**config.mk**
```make
export PLATFORM = sky130hd
export DESIGN_NAME = wb_merge
export DESIGN_NICKNAME = d
export VERILOG_FILES = /design/src/rtl/wb_merge.sv
export SDC_FILE = /design/constraint.sdc
export NUM_CORES = 1
export LEC_CHECK = 0
export BUFFER_PORTS_ARGS = -buffer_cell sky130_fd_sc_hd__buf_2
export CAP_MARGIN = 20
export CORE_ASPECT_RATIO = 1.4
export CORE_MARGIN = 5
export CORE_UTILIZATION = 48
export CTS_BUF_LIST = sky130_fd_sc_hd__clkbuf_4
export CTS_CLUSTER_DIAMETER = 150
export DETAILED_ROUTE_END_ITERATION = 10
export PLACE_DENSITY = 0.78
export SETUP_SLACK_MARGIN = 0.02
export SYNTH_ARGS = -nofsm -noshare
export SYNTH_HDL_FRONTEND = slang
export SYNTH_SLANG_ARGS = --single-unit
export TNS_END_PERCENT = 50
```
**constraint.sdc**
```tcl
create_clock -name clk -period 2.9 [get_ports clk]
set_input_delay 0.58 -clock clk [delete_from_list [all_inputs] [get_ports clk]]
set_output_delay 0.58 -clock clk [all_outputs]
set_load 0.005 [all_outputs]
```
**src/rtl/wb_merge.sv**
```systemverilog
// wb_merge: writeback merge stage in front of the register file write port.
// The pipeline writeback has priority. Late results (loads, MMIO, multi-cycle
// units) queue in a small FIFO and drain in cycles the pipeline leaves the
// port free. A starvation counter asks upstream for a bubble when the FIFO
// has been blocked for too long.
// Optional feature macro: WB_MERGE_SCOREBOARD_EN builds the per-register busy
// scoreboard. Without it, busy is tied to 0 and the claim inputs are ignored.
module wb_merge #(
  parameter int FIFO_DEPTH   = 2,
  parameter int STARVE_LIMIT = 8
) (
  input  logic                          clk,
  input  logic                          rst_n,
  input  logic                          pipe_we,
  input  logic [4:0]                    pipe_rd,
  input  logic [31:0]                   pipe_data,
  input  logic                          late_valid,
  output logic                          late_ready,
  input  logic [4:0]                    late_rd,
  input  logic [31:0]                   late_data,
  input  logic                          claim_valid,
  input  logic [4:0]                    claim_rd,
  output logic [31:0]                   busy,
  output logic                          stall_req,
  output logic [$clog2(FIFO_DEPTH):0]   fifo_count,
  output logic                          rf_write,
  output logic [4:0]                    rf_wrAddr,
  output logic [31:0]                   rf_wrData
);

  localparam int PW = $clog2(FIFO_DEPTH);
  localparam int CW = PW + 1;

  // Each entry is {rd, data}
  logic [36:0]    mem_q [FIFO_DEPTH];
  logic [PW-1:0]  wr_ptr_q, wr_ptr_d;
  logic [PW-1:0]  rd_ptr_q, rd_ptr_d;
  logic [CW-1:0]  count_q, count_d;
  logic [7:0]     starve_q, starve_d;
  logic           stall_q, stall_d;
  logic           rf_write_q, rf_write_d;
  logic [4:0]     rf_addr_q, rf_addr_d;
  logic [31:0]    rf_data_q, rf_data_d;

  logic           pipe_hit;
  logic           fifo_empty;
  logic           fifo_full;
  logic           push;
  logic           pop;
  logic [36:0]    head;
  logic [4:0]     head_rd;

  // A pipeline write to x0 is no write, so it leaves the port free.
  // The head is only popped from entries already stored (no same-cycle bypass).
  always_comb begin
    pipe_hit   = pipe_we && (pipe_rd != 5'd0);
    fifo_empty = (count_q == '0);
    fifo_full  = (count_q == CW'(FIFO_DEPTH));
    late_ready = !fifo_full && rst_n;
    push       = late_valid && late_ready;
    pop        = !pipe_hit && !fifo_empty;
    head       = mem_q[rd_ptr_q];
    head_rd    = head[36:32];
  end

  // Next-state for FIFO pointers, occupancy, write port and starvation tracking
  always_comb begin
    wr_ptr_d   = wr_ptr_q;
    rd_ptr_d   = rd_ptr_q;
    count_d    = count_q;
    rf_write_d = 1'b0;
    rf_addr_d  = rf_addr_q;
    rf_data_d  = rf_data_q;
    starve_d   = starve_q;

    if (push) wr_ptr_d = wr_ptr_q + PW'(1);
    if (pop)  rd_ptr_d = rd_ptr_q + PW'(1);
    if (push && !pop)      count_d = count_q + CW'(1);
    else if (pop && !push) count_d = count_q - CW'(1);

    if (pipe_hit) begin
      rf_write_d = 1'b1;
      rf_addr_d  = pipe_rd;
      rf_data_d  = pipe_data;
    end else if (pop) begin
      rf_write_d = (head_rd != 5'd0);
      rf_addr_d  = head_rd;
      rf_data_d  = head[31:0];
    end

    if (pop || fifo_empty)
      starve_d = 8'd0;
    else if (starve_q != 8'(STARVE_LIMIT))
      starve_d = starve_q + 8'd1;

    stall_d = (starve_d == 8'(STARVE_LIMIT));
  end

  // Control and write-port state registers
  always_ff @(posedge clk or negedge rst_n) begin
    if (!rst_n) begin
      wr_ptr_q   <= '0;
      rd_ptr_q   <= '0;
      count_q    <= '0;
      starve_q   <= 8'd0;
      stall_q    <= 1'b0;
      rf_write_q <= 1'b0;
      rf_addr_q  <= 5'd0;
      rf_data_q  <= 32'd0;
    end else begin
      wr_ptr_q   <= wr_ptr_d;
      rd_ptr_q   <= rd_ptr_d;
      count_q    <= count_d;
      starve_q   <= starve_d;
      stall_q    <= stall_d;
      rf_write_q <= rf_write_d;
      rf_addr_q  <= rf_addr_d;
      rf_data_q  <= rf_data_d;
    end
  end

  // FIFO storage; contents are only meaningful under the pointers, so no reset
  always_ff @(posedge clk) begin
    if (push) mem_q[wr_ptr_q] <= {late_rd, late_data};
  end

`ifdef WB_MERGE_SCOREBOARD_EN
  logic [31:0] busy_q, busy_d;

  // Clear on the draining write, set on claim; a same-cycle claim wins
  always_comb begin
    busy_d = busy_q;
    if (pop && (head_rd != 5'd0)) busy_d[head_rd] = 1'b0;
    if (claim_valid && (claim_rd != 5'd0)) busy_d[claim_rd] = 1'b1;
    busy_d[0] = 1'b0;
  end

  // Scoreboard register
  always_ff @(posedge clk or negedge rst_n) begin
    if (!rst_n) busy_q <= 32'd0;
    else        busy_q <= busy_d;
  end

  assign busy = busy_q;
`else
  logic unused_claim;
  assign unused_claim = ^{claim_valid, claim_rd};
  assign busy         = 32'd0;
`endif

  assign fifo_count = count_q;
  assign stall_req  = stall_q;
  assign rf_write   = rf_write_q;
  assign rf_wrAddr  = rf_addr_q;
  assign rf_wrData  = rf_data_q;

endmodule

```
**Yosys cells after proc, flatten, opt, wreduce, memory -nomap -nowiden**

Memories as Yosys holds them, arrays and structs flattened.
Index checks and enable logic that the tools add are counted.

- Memories kept: 1
- Flip-flop bits (word level): 51
- Output and inout bits: 74
- Input bits: 84
- Memory bits (writable): 74

- Muxes and demuxes: 12
- Reduce and logical (&&, ||, !) cells: 17
- Eq/ne operators: 3
- Add/subtract/negate cells: 5

Memories:

| memory | words | width | rd ports | clocked after memory_dff | wr ports | line | RTL |
|---|---|---|---|---|---|---|---|
| mem_q | 2 | 37 | 1 | 0 | 1 | 35 | `logic [36:0] mem_q [FIFO_DEPTH];` |

Operators by type and width:

| operator | count |
|---|---|
| $mux 32 | 2 |
| $mux 8 | 2 |
| $mux 5 | 2 |
| $reduce_bool 5->1 | 2 |
| $add 8x1->8 const B | 1 |
| $eq 8x4->1 const B | 1 |
| $ne 8x4->1 const B | 1 |
| $logic_and 1x1->1 | 6 |
| $logic_not 1->1 | 5 |
| $mux 1 | 4 |
| $mux 2 | 2 |
| $reduce_bool 2->1 | 2 |
| $add 1x1->1 const B | 2 |
| $add 2x1->2 const B | 1 |
| $eq 2x2->1 const B | 1 |
| $logic_not 2->1 | 1 |
| $sub 2x1->2 const B | 1 |
| $logic_or 1x1->1 | 1 |

**Logic depth before layout (Yosys ltp)**

Gate-level depths: netlist of run 1.

- Depth after elaboration: 8
- Mapped depth: 8
- Gate-level depth less buffers: 8

**Worst setup path before layout of run 1**

Ideal clock, no wire load.

- Path kind: input-to-reg
- From: in rst_n
- To: mem mem_q[0][0] (enable)
- Stages: 3
- Path slack: -0.140 ns
- Library setup time: 0.431 ns
- Data arrival time: 2.609 ns
- Required time: 2.469 ns
- Path through: a21boi_0 -> nand2_1 -> nor2_1

- Word-level cells in the longest chain between the ends: 4

RTL lines:

| item | line | RTL |
|---|---|---|
| from (decl) | 13 | `input logic rst_n,` |
| $logic_and 1x1->1 | 59 | `late_ready = !fifo_full && rst_n;` |
| $logic_and 1x1->1 | 60 | `push = late_valid && late_ready;` |
| $mux 1 | 124 | `if (push) mem_q[wr_ptr_q] <= {late_rd, late_data};` |
| $mux 1 (not written as such) | 124 |  |
| to (decl) | 35 |  |

Every way passes these cells.

**Worst setup path in the final report of run 1**

- From: reg count_q[0] (netlist: fifo_count[0])
- To: out late_ready

- Word-level cells in the longest chain between the ends: 3

RTL lines:

| item | line | RTL |
|---|---|---|
| from (decl) | 38 | `logic [CW-1:0] count_q, count_d;` |
| from (signal assigned) | 113 | `count_q <= count_d;` |
| $eq 2x2->1 | 58 | `fifo_full = (count_q == CW'(FIFO_DEPTH));` |
| $logic_not 1->1 | 59 |  |
| $logic_and 1x1->1 | 59 |  |
| to (decl) | 18 | `output logic late_ready,` |

Every way passes these cells.

==> results of run 1 <==
[sequential cells by signal, indices dropped and copies added, names as in the netlist]
register,cells
fifo_count,2
starve_q,8
rf_wrAddr,5
wr_ptr_q,1
rf_write,1
mem_q,74
rf_wrData,32
stall_req,1
rd_ptr_q,1
[area by class of cell]
| class | instances | area, µm² |
|---|---|---|
| fillers | 925 | 4650 |
| flip-flops and latches | 125 | 3500 |
| multi-input cells | 273 | 1610 |
| repair buffers | 126 | 686 |
| well taps | 141 | 176 |
| clock buffers | 20 | 150 |
| clock inverters | 12 | 124 |
| inverters | 5 | 18.8 |
| diodes | 1 | 2.50 |
[per-layer routing]
layer,vias to the layer above,routed length [µm],share of wire
met5,-,13,0.0012
met4,2,171,0.016
met3,12,769,0.072
met2,133,5640,0.53
met1,1653,4050,0.38
li1,1685,-,-
[critical path: stages (launching register included)]
cell and delay (ps):
dfrtp_1 430, inv_1 50, a21boi_0 260, buf_2 180
[how the worst max path moves through the flow]
| stage | start | to | slack (ps) | cells past startpoint |
|---|---|---|---|---|
| after floorplan | rst_n | mem_q[0][0] | 470 | 3 |
| after global placement | pipe_rd[0] | fifo_count[1] | 430 | 8 |
| after detailed placement | pipe_rd[0] | fifo_count[1] | 430 | 8 |
| after CTS | fifo_count[0] | late_ready | 850 | 3 |
| after global routing | fifo_count[0] | late_ready | 740 | 3 |
| final | fifo_count[0] | late_ready | 930 | 3 |
[cells by family after synthesis]
group | share of synthesized area
AO/OA/AOI/OAI | 0.0915
adder cells (fa/ha/maj) | 0.00697
multiplexers | 0.0709
other | 0.000696
AND/OR/NAND/NOR | 0.0862
buffers and inverters | 0.0746
flip-flops | 0.650
XOR/XNOR | 0.0195
[cell usage in the layout, fill, tap and decap left out, types with 2 or more instances in the layout]
cell        netlist  routed
dfrtp_1          51      50
xnor2_1           8       8
ha_1              3       3
buf_4            33       4
o21ai_1          21      21
conb_1            1      32
o21ai_2          17      17
nand4_1           2       2
o21ai_0          38      38
clkinv_2          0       4
nor3_1            2       2
nand2_1          77      77
clkinvlp_4        0       3
xor2_1            4       4
nor2_1           11      10
mux2i_1          37      37
clkbuf_4          0      20
clkinv_4          0       2
buf_2             6     119
bufinv_16         0       2
buf_12            0       3
edfxtp_1         74      74
and3_1            4       3
inv_1             5       5
nand3_1           3       3
[power by group]
| group | internal (W) | total, W | switching [W] |
|---|---|---|---|
| clock | 0.000534 | 0.00115 | 0.000611 |
| combinational | 0.000640 | 0.00149 | 0.000851 |
| sequential | 0.00224 | 0.00244 | 0.000194 |
[stage by stage]
stage               utilization  worst slack [ps]  hold slack [ps]  area (µm²)
floorplan                     -               468              284        5500
finish                    0.574               930              277        6270
detailed placement        0.549               430              515        5990
global route              0.574               737              200        6270
CTS                       0.574               855              230        6270
global placement          0.549               433              493        5990
==> out/qor.yml, run 1 <==
global_route:
  grtUsageMet1: 0.178
  antenna_found_initial: 2
  grt_max_degree: 56
  met3_usage: 0.0531
  gr-usage-met2: 0.290
  grt_pass1_vias: 3536
  track_usage: 0.162
  grt_pass1_wl_um: 17000
  busiest_layer: "met2"
  grt_overflow: 0
timing:
  grt_setup_unrepaired: "no"
  tightest_slew_ps: 772
  period_minus_slack_ps: 1970
  setup_tns_ps: 0
  slew_violations: 0
  clock_skew_ps: 19.1
  setup_viol: 0
  slew_headroom: 0.485
  hold_viol: 0
  fin_crit_sh: 0.679
  fmax_mhz: 508
placed_design:
  placed_cells: 670
  routabilityCongestion: 0.781
  dp_hpwl_um: 7530
  port_buffers: 119
die:
  design.core.area_um2: 10900
  io_pins: 158
  die_x_um: 99.5
  die_h_um: 135
  row_count: 45
  initial_utilization: 0.493
  die_area_um2: 13500
hold_path:
  hold_end: "mem_q[0][8]"
  min_path_cells: 1
  hp-class: "primary input to flip-flop"
  worstHoldStart: "late_data[8]"
critical_path:
  crit_required_ps: 2320
  cp-end-kind: "output pin"
  rrSetupSlack_ps: 1000
  criticalPathCategory: "flip-flop to output pin"
  reg2reg_to: "mem_q[0][27]"
  rr_worst_depth: 5
  cp_max_fo: 5
  cp_data_arrival_time_ps: 1390
  worstReg2RegStart: "fifo_count[0]"
  crit_path_start_kind: "flip-flop"
routing:
  drt_iter0_drc: 149
  dr.pass1.iters: 5
  wl_per_cell_um: 15.1
  drc_errors: 0
  wl_um: 10600
  viasPerCell: 4.96
  vias: 3485
  ant_nets: 0
cts:
  cts_max_level: 4
  clockBufferDepth: 2
  tritoncts: "done"
  clk_pin_slew_worst_paths_ps: 110
  cts.sink_count: 125
  holdBufCountCts: 0
  cts_made_buffers: 17
  cts-root-buf: "clkbuf_4"
  cts_setup_buffers: 0
  cts-resized-gates: 0
  clk_latency_ps: 480
cells_and_area:
  layout-area-overhead-vs-synth_pct: 16.4
  finalNonFillerCells: 703
  drive_gt1_frac: 0.330
  fin_nets: 635
logic_synthesis:
  synthTopCellsByCount: "77 x nand2_1, 74 x edfxtp_1, 51 x dfrtp_1"
  yosysWarnings: 0
  syn_inst: 425
  synthFlopType: "edfxtp_1"
  synthTopCellsByArea: "edfxtp_1 41%, dfrtp_1 24%, mux2i_1 6.9%"
  async_reset_ff_frac: 0.408
  yosysTopAreaCell: "edfxtp_1"
  synth.avg_cell_area_um2: 12.7
  ys_seq_elements: 125
  synth.cell_area_um2: 5390
  yosysTopAreaCellShare: 0.413
  synth_edf_count: 74
  yosysSeqAreaShare: 0.650
  post-synth-top-count-cell: "nand2_1"
  ys_types: 35
power:
  power.density_nw_per_um2: 809
  vdd_drop_max_uv: 436
  total_power_w: 0.00507
  leakage_nw: 2.77
flow_run:
  maxCapViolations: 0
status:
  outcome: "finished, final reports clean"
No activity file was read; power rests on OpenSTA's default activity.
==> inputs of run 2 (changes only) <==
- clock period: 2.9 -> 1.7 ns (I/O delays scaled with it)
==> out/qor.yml, run 2 (synthesized netlist as in run 1, its figures left out) <==
status:
  outcome: "finished, final reports clean"  # unchanged
cells_and_area:
  fin_nets: 717  # was 635
  regMostFlops: "mem_q"  # unchanged
  layout-area-overhead-vs-synth_pct: 31.8  # was 16.4%
  final_common_cell: "buf_2"  # unchanged
  final_cell_mix: "119 x buf_2, 76 x nand2_1, 74 x edfxtp_1"  # was 119 x buf_2, 77 x nand2_1, 74 x edfxtp_1
  largest_register_ff_count: 74  # unchanged
  post-route-util: 0.650  # was 0.574
  drive_gt1_frac: 0.313  # was 0.330
hold_path:
  hp-class: "primary input to flip-flop"  # unchanged
  worstHoldStart: "pipe_data[20]"  # was late_data[8]
die:
  design.core.area_um2: 10900  # unchanged
  die_area_um2: 13500  # unchanged
  initial_utilization: 0.493  # unchanged
  row_count: 45  # unchanged
  io_pins: 158  # unchanged
  die_h_um: 135  # unchanged
  die_x_um: 99.5  # unchanged
timing:
  tightest_slew_ps: 709  # was 772 ps
  slew_headroom: 0.528  # was 0.485
  timing.hold.ws_ps: 56.2  # was 277 ps
  setup_viol: 0  # unchanged
  clock_skew_ps: 16.3  # was 19.1 ps
  hold_viol: 0  # unchanged
  slew_violations: 0  # unchanged
  layout_setup_ws_ps: 80.3  # was 930 ps
  grt_setup_unrepaired: "yes"  # was no
  fmax_mhz: 617
  period_minus_slack_ps: 1620
  fin_crit_sh: 0.953
cts:
  cts.sink_count: 125  # unchanged
  clockBufferDepth: 2  # unchanged
  clk_pin_slew_worst_paths_ps: 100  # was 110 ps
  cts-root-buf: "clkbuf_4"  # unchanged
  tritoncts: "done"  # unchanged
  cts_max_level: 4  # unchanged
  cts_made_buffers: 17  # unchanged
  clk_latency_ps: 520  # was 480 ps
critical_path:
  cp-startpoint: "rst_n"  # was fifo_count[0]
  crit_top_cell: "buf_2"
  criticalPathCategory: "primary input to output pin"  # was flip-flop to output pin
  crit_path_start_kind: "primary input"  # was flip-flop
  max_stage_delay_ps: 530  # was 430 ps
  cp_data_arrival_time_ps: 1280  # was 1390 ps
  cp_max_fo: 2  # was 5
  critPathTopFamily: "buffers and inverters"  # was flip-flops
  crit_required_ps: 1360  # was 2320 ps
  worstReg2RegStart: "fifo_count[0]"  # unchanged
  cp-end-kind: "output pin"  # unchanged
  path_buf_inv: 3  # was 2
  crit_chain: "dlygate4sd3_1 > buf_2 > a21boi_2 > buf_2"  # was inv_1 > a21boi_0 > buf_2
  slowest_stage: "dlygate4sd3_1"  # was dfrtp_1
routing:
  wl_per_cell_um: 15.6  # was 15.1 µm
  ant_nets: 0  # unchanged
  wl_um: 12300  # was 10600 µm
  viasPerCell: 4.93  # was 4.96
  drc_errors: 0  # unchanged
  vias: 3872  # was 3485
  dr.pass1.iters: 4  # was 5
  drt_iter0_drc: 164  # was 149
power:
  leakage_nw: 3.12  # was 2.77 nW
  power.density_nw_per_um2: 1270  # was 809 nW/µm²
  vdd_drop_max_uv: 976  # was 436 µV
  total_power_w: 0.00904  # was 0.00507 W
global_route:
  grt_max_degree: 59  # was 56
  grt_overflow: 0  # unchanged
  grt_pass1_vias: 4124  # was 3536
  antenna_found_initial: 1  # was 2
  grt_pass1_wl_um: 19800  # was 17000 µm
  track_usage: 0.190  # was 0.162
placed_design:
  routabilityCongestion: 0.787  # was 0.781
  dp_hpwl_um: 7590  # was 7530 µm
  port_buffers: 119  # unchanged
  pre_cts_ws_ps: -235  # was 430 ps
flow_run:
  maxCapViolations: 0  # unchanged
## run 2: changes by cell type in the layout (fill, tap and decap cells not counted), sizes merged, moves of 2 or more
cell         before  now
clkinv            7    9
dlygate4sd3       0   70
buf             126  138
clkbuf           20   17
inv               5    7
## run 2: path summary, 6_finish.rpt
check,to,slack [ps],cells after the start
min in group asynchronous,fifo_count[1],490,3
max in group asynchronous,rd_ptr_q,700,3
setup reg to reg,fifo_count[1],100,7
hold reg to reg,fifo_count[1],550,1
setup / recovery,late_ready,80,4
hold / removal,rf_wrData[20],60,3
## run 2: repair_timing
| action | 4_1_cts | 5_1_grt |
|---|---|---|
| pin swaps | 1 | 0 |
| setup buffers | 2 | 0 |
| setup endpoints to repair | 1 | 27 |
| hold buffers | 70 | 0 |
| endpoints found under the hold margin | 157 | 0 |
| resized for setup | 0 | 6 |
## run 2: per-stage QoR
step,setup TNS [ps],area [µm²],instances
final,0,7100,786
after detailed placement,-3080,6090,680
after CTS,0,7080,784
after floorplan,-1990,5520,456
after global placement,-2300,6090,680
after global routing,-0.741,7090,785
## run 2: area by class of cell
cell class | instances | area (µm²)
Clock inverter | 15 | 148
Fill cell | 815 | 3830
Antenna cell | 2 | 5.00
Inverter | 5 | 18.8
Tap cell | 141 | 176
Clock buffer | 17 | 128
Multi-Input combinational cell | 273 | 1630
Sequential cell | 125 | 3500
Timing Repair Buffer | 208 | 1490
## run 2: layer usage
metal  GRT usage  up-vias  wire, µm
li1            -     1854         -
met2       0.334      134      6620
met4      0.0881        0       256
met5           0        -         0
met1       0.216     1862      4700
met3      0.0479       22       714
## run 2: report_power, final
part	switching (W)	total [W]	internal, W
Clock	0.00112	0.00199	0.000866
Combinational	0.00163	0.00292	0.00129
Sequential	0.000304	0.00413	0.00383
## run 2: worst min-delay path: cells and delay by family
family | cells | cell delay [ps]
compound gates | 1 | 70
buf+inv | 1 | 70
simple gates | 1 | 40
